`src/rtl/mac_accum_s8.sv`:
```
// mac_accum_s8: frame accumulator for the signed 4x4 multiplier's 8-bit products.
// Sums one frame of products into a signed ACC_W-bit accumulator. The frame
// closes on in_last or after MAX_TERMS beats. The result is presented with a
// valid/ready handshake, together with a sticky overflow flag and a term count.
// Build option: define MAC_ACCUM_SATURATE_EN to clamp on overflow instead of wrapping.
module mac_accum_s8 #(
  parameter int unsigned ACC_W     = 12,
  parameter int unsigned MAX_TERMS = 32
) (
  input  logic             clk,
  input  logic             rst,
  input  logic             in_valid,
  output logic             in_ready,
  input  logic [7:0]       in_prod,
  input  logic             in_last,
  input  logic             clear,
  output logic             out_valid,
  input  logic             out_ready,
  output logic [ACC_W-1:0] out_acc,
  output logic             out_ovf,
  output logic [7:0]       out_cnt
);

  typedef enum logic {
    ACCUM = 1'b0,
    DONE  = 1'b1
  } state_t;

  state_t           state;
  logic [ACC_W-1:0] acc;
  logic [7:0]       cnt;
  logic             ovf;

  logic [ACC_W-1:0] prod_ext;
  logic [ACC_W-1:0] sum;
  logic [ACC_W-1:0] acc_next;
  logic [7:0]       cnt_next;
  logic             add_ovf;
  logic             accept;
  logic             close;

  // Next accumulator value, signed overflow detection and frame-close condition
  always_comb begin
    prod_ext = {{(ACC_W-8){in_prod[7]}}, in_prod};
    sum      = acc + prod_ext;
    add_ovf  = (acc[ACC_W-1] == prod_ext[ACC_W-1]) && (sum[ACC_W-1] != acc[ACC_W-1]);
`ifdef MAC_ACCUM_SATURATE_EN
    if (add_ovf)
      acc_next = acc[ACC_W-1] ? {1'b1, {(ACC_W-1){1'b0}}} : {1'b0, {(ACC_W-1){1'b1}}};
    else
      acc_next = sum;
`else
    acc_next = sum;
`endif
    cnt_next = cnt + 8'd1;
    close    = in_last || (cnt_next == 8'(MAX_TERMS));
    accept   = in_valid && in_ready;
  end

  // Frame FSM; in_ready and all out_* are registered
  always_ff @(posedge clk or posedge rst) begin
    if (rst) begin
      state     <= ACCUM;
      acc       <= '0;
      cnt       <= '0;
      ovf       <= 1'b0;
      in_ready  <= 1'b1;
      out_valid <= 1'b0;
      out_acc   <= '0;
      out_ovf   <= 1'b0;
      out_cnt   <= '0;
    end else if (clear) begin
      // out_acc/out_ovf/out_cnt keep their last values; out_valid=0 qualifies them
      state     <= ACCUM;
      acc       <= '0;
      cnt       <= '0;
      ovf       <= 1'b0;
      in_ready  <= 1'b1;
      out_valid <= 1'b0;
    end else begin
      case (state)
        ACCUM: begin
          if (accept) begin
            acc <= acc_next;
            cnt <= cnt_next;
            ovf <= ovf | add_ovf;
            if (close) begin
              out_acc   <= acc_next;
              out_ovf   <= ovf | add_ovf;
              out_cnt   <= cnt_next;
              out_valid <= 1'b1;
              in_ready  <= 1'b0;
              state     <= DONE;
            end
          end
        end
        DONE: begin
          if (out_ready) begin
            out_valid <= 1'b0;
            acc       <= '0;
            cnt       <= '0;
            ovf       <= 1'b0;
            in_ready  <= 1'b1;
            state     <= ACCUM;
          end
        end
        default: state <= ACCUM;
      endcase
    end
  end

endmodule
```
`config.mk`:
```
export PLATFORM = sky130hd
export DESIGN_NAME = mac_accum_s8
export DESIGN_NICKNAME = d
export VERILOG_FILES = /design/src/rtl/mac_accum_s8.sv
export SDC_FILE = /design/constraint.sdc
export NUM_CORES = 1
export LEC_CHECK = 0
export BUFFER_PORTS_ARGS = -buffer_cell sky130_fd_sc_hd__buf_2
export CORE_MARGIN = 3
export CORE_UTILIZATION = 55
export DETAILED_ROUTE_END_ITERATION = 8
export PLACE_DENSITY = 0.77
export SYNTH_ARGS = -nofsm -noshare
export SYNTH_HDL_FRONTEND = slang
export SYNTH_SLANG_ARGS = --single-unit
```
`constraint.sdc`:
```
create_clock -name clk -period 2.4 [get_ports clk]
set_input_delay 0.24 -clock clk [delete_from_list [all_inputs] [get_ports clk]]
set_output_delay 0.24 -clock clk [all_outputs]
set_load 0.02 [all_outputs]
```
# Yosys cells after proc, flatten, opt, wreduce, memory -nomap -nowiden
# Index checks and enable logic that the tools add are counted.
[totals]
register_bits = 45
input_bits = 14
out_inout_bits = 23
word_cells = 52
[classes]
n_addsub = 2
eq_ne = 6
n_mux = 26
bitwise = 3
n_reduce_logical = 6
[ops]
columns = ["operator", "count"]
rows = [
  ["$mux 12", 3],
  ["$mux 8", 3],
  ["$pmux 12 s2", 1],
  ["$pmux 8 s2", 1],
  ["$mux 1", 14],
  ["$add 12x12->12", 1],
  ["$ne 3x3->1 const B", 3],
  ["$add 8x1->8 const B", 1],
  ["$eq 8x6->1 const B", 1],
  ["$pmux 1 s2", 4],
  ["$reduce_and 4->1", 1],
  ["$reduce_and 3->1", 1],
  ["$logic_and 1x1->1", 2],
  ["$not 1->1", 2],
  ["$reduce_and 2->1", 1],
  ["$eq 1x1->1", 1],
  ["$logic_or 1x1->1", 1],
  ["$ne 1x1->1", 1],
  ["$or 1x1->1", 1],
]

# Logic depth before layout (Yosys ltp)
[logic_depth]
word_depth = 7
depth_mapped = 9
ltp_nobuf = 9

# Worst setup path after synthesis
# Ideal clock, no wire load.
[synth_path]
kind = "register to register"
startpoint = "reg acc[1]"
endpoint = "reg out_acc[11]"
setup_ns = 0.125
t_arrival_ns = 2.061
required_time_ns = 2.275
slack_ns = 0.214
path_stages_with_launch = 8
path_buffers = 0
period_less_slack_ns = 2.186
cell_sequence = "dfrtp_1 > ha_1 > a211o_1 > a211o_1 > a21o_1 > a21oi_2 > xnor3_1 > mux2_2"
[synth_via]
elab_chain_cells = 1
[synth_lines]
columns = ["element", "line_no", "rtl"]
rows = [
  ["from (decl)", "30", "logic [ACC_W-1:0] acc;"],
  ["from (signal assigned)", "84", "acc <= acc_next;"],
  ["$add 12x12->12", "45", "sum = acc + prod_ext;"],
  ["to (signal assigned)", "88", "out_acc <= acc_next;"],
  ["to (decl)", "19", "output logic [ACC_W-1:0] out_acc,"],
]
# Every way passes these cells.
# A chain may end at the register's enable or synchronous reset.

# Final worst setup path
# Ends and elaborated chain as after synthesis.

==> qor.txt <==
Status - complete, no violations
Num CTS Buffers - 5
Crit-path max FO - 3
Number of flops mapped to enable cells by yosys - 0
Clock Path Buffers - 2
H-tree levels - 2
Main synth FF type - dfrtp_1
Io pins - 37
R2R Setup Slk - 0.14 ns
Dpl cells - 316
Routed Antenna Nets - 0
Fin nets - 300
Final Wtd Congestion - 0.791
Critical path startpoint - acc[1]$_DFFE_PP0P_
Syn Nets - 256
CTS tree - yes
Clock Power Share - 20.1%
Critical path class - reg2reg
Initial antenna violation count - 0
Ant diodes - 0
Slew Viols, Final - 0
Final hold violations - 0
Peak Freq - 0.442 GHz
DRT Pass-1 Iters - 4
Non-filler instance count after layout - 326
First-pass GRT wire length - 8400 um
Width of the die - 74.1 um
Switch share - 35.2%
Final setup violation count - 0
Crit path required time - 2.58 ns
Yosys cell types - 53
Multi-input gate area - 1350 um2
R2r endpoint - out_acc[11]$_DFFE_PP0P_
Area Growth Syn to Fin - 14.3%
Hold EP - state$_DFF_PP0_
Clk pin slew, worst setup/hold paths - 0.09 ns
Detail Placement HPWL - 3640 um
Seq. cell area - 1130 um2
Cell Rows - 24
Mapped cell area - 2550 um2
Hold/Removal Path Class - in2reg
Final instance area - 2910 um2
CTS Sinks - 45
Ys Warns - 0
Cell Pwr Density - 796 nW/um2
Root Driver - clkbuf_8
Worst Skew - 0.0122 ns
Die footprint - 5480 um2
Max-slew headroom - 60.0%
FFs w/ async S/R, synth - 100%
Largest net degree at the start of global routing - 30
DR DRC count - 0
Overall Global Routing Usage - 20.1%
Reg-to-reg startpoint - acc[1]$_DFFE_PP0P_
Combinational Power Share - 36.3%
Pleak - 1.46 nW
Sequential cell area fraction in the yosys report - 44.3%
Flop pwr share - 43.6%
Clk_lat worst skew - 0.30 ns
Via density - 5.67
Maxcap violations - 0
Initial core utilization - 57.7%
RSZ-0062 raised after global routing - false
Fin crit period - 2.26 ns
Core region area - 4410 um2
Final wirelength - 5000 um
Startpoint types - flip-flop
Die height - 74.1 um
HP Start - clear
FF-to-FF path depth - 7
Vias in the first global route - 1802
Syn avg cell area - 11.1 um2
I/O Buffers - 36
Switching Power - 817 uW
Crit path DAT - 2.44 ns
Max VDD drop - 0.000527 V
Share of layout cells above drive strength 1 - 28.5%
Fillcell total - 362
Worst-Margin Slew - 0.596 ns
Pint - 1.50 mW
Post-Synthesis Cells - 229
Area after DPL - 2810 um2
Grt total ovfl - 0
Ratio of final minimum period to clock period - 94.2%
Total negative slack - 0 ns
DR iter-0 viols - 62
Routed WL per cell - 15.3 um
Worst Hold Depth - 2
Yosys reg bits - 45
CP endpoint kind - flip-flop
DR vias - 1849
[layout by cell type (no fill, tap or decap), drive strengths merged, types with 4 or more instances in the layout]
cell / n
dfrtp: 44
nor2: 11
a22o: 9
clkbuf: 6
nand2: 15
inv: 7
xor2: 6
ha: 12
mux2: 15
nor3: 4
o21ai: 17
a211oi: 6
xnor2: 7
nand3: 6
nand2b: 4
buf: 44
o31ai: 4
a21oi: 10
a21o: 12
[critical path, stage by stage (launching register included)]
cell and delay [ns]:
dfrtp_1 0.41, ha_1 0.30, a211o_1 0.30, a211o_1 0.30
a21o_1 0.19, a21oi_2 0.17, xnor3_1 0.22, mux2_2 0.26
[kinds of logic after synthesis]
logic type | synth area share (%)
adder cells (fa/ha/maj) | 6.68
multiplexers | 7.91
buffers and inverters | 2.70
flip-flops | 44.3
AO/OA/AOI/OAI | 21.7
XOR/XNOR | 5.65
AND/OR/NAND/NOR | 11.2
[flip-flops by register name, summed over array words and instances (netlist names)]
| name | cells |
|---|---|
| acc | 12 |
| cnt | 8 |
| in_ready | 1 |
| out_acc | 12 |
| out_cnt | 8 |
| out_ovf | 1 |
| out_valid | 1 |
| ovf | 1 |
| state | 1 |
[Yosys cell counts, types with 7 or more instances]
cell type	number	share of area [%]
a21o_1	12	3.5
a21oi_1	9	1.8
a22o_1	9	3.1
dfrtp_1	44	43
ha_1	12	5.9
inv_1	8	1.2
mux2_2	9	4.0
nand2_1	14	2.1
nor2_1	8	1.2
o21ai_0	17	3.3
xnor2_1	7	2.4
[per-stage QoR]
stage          util, %  total power [mW]  hold slack (ns)  setup WS [ns]
2_1_floorplan        -              1.62            0.303          0.214
3_3_place_gp      63.6              1.84            0.266          0.118
3_5_place_dp      63.6              1.87            0.258         0.0722
4_1_cts           65.8              2.34            0.150         0.0525
5_1_grt           66.0              2.47            0.154        0.00787
6_report          66.0              2.32            0.157          0.139
[how the worst max path moves through the flow]
stage	cells past startpoint	slack (ns)	to
2_1_floorplan	7	0.21	out_acc[11]$_DFFE_PP0P_
3_3_place_gp	7	0.12	out_acc[11]$_DFFE_PP0P_
3_5_place_dp	7	0.07	out_acc[11]$_DFFE_PP0P_
4_1_cts	7	0.05	out_acc[11]$_DFFE_PP0P_
5_1_grt	7	0.008	out_acc[11]$_DFFE_PP0P_
6_report	7	0.14	out_acc[11]$_DFFE_PP0P_
[metal layers]
layer / track usage [%] / routed length, um / up-vias / share of wire, %
li1: - / - / 928 / -
met1: 28.8 / 2590 / 889 / 52
met2: 29.9 / 2190 / 27 / 44
met3: 4.19 / 162 / 5 / 3.2
met4: 7.44 / 61 / 0 / 1.2
met5: 0 / 0 / - / 0
[power groups by stage]
stage                     registers [mW]  logic (mW)  clock network, mW
after floorplan                     1.16       0.458                  0
after global placement              1.02       0.822                  0
after detailed placement            1.03       0.843                  0
after CTS                           1.01       0.845              0.482
after global routing                1.04       0.929              0.506
final                               1.01       0.841              0.467
[area by class of cell]
cell class              instances  share of cell area [%]
multi-input cells             168                    46.4
inverters                       8                    1.03
repair buffers                 45                    8.59
clock inverters                 2                   0.516
flip-flops and latches         45                    38.7
well taps                      52                    2.23
clock buffers                   6                    2.49
[timing repair]
action | 4_1_cts | 5_1_grt
endpoints found under the setup margin | 0 | 2
endpoints found under the hold margin | 16 | 0
buffers inserted | 0 | 1
resized for setup | 0 | 1
hold buffers | 1 | 0
Power figures use the tool's default switching activity.
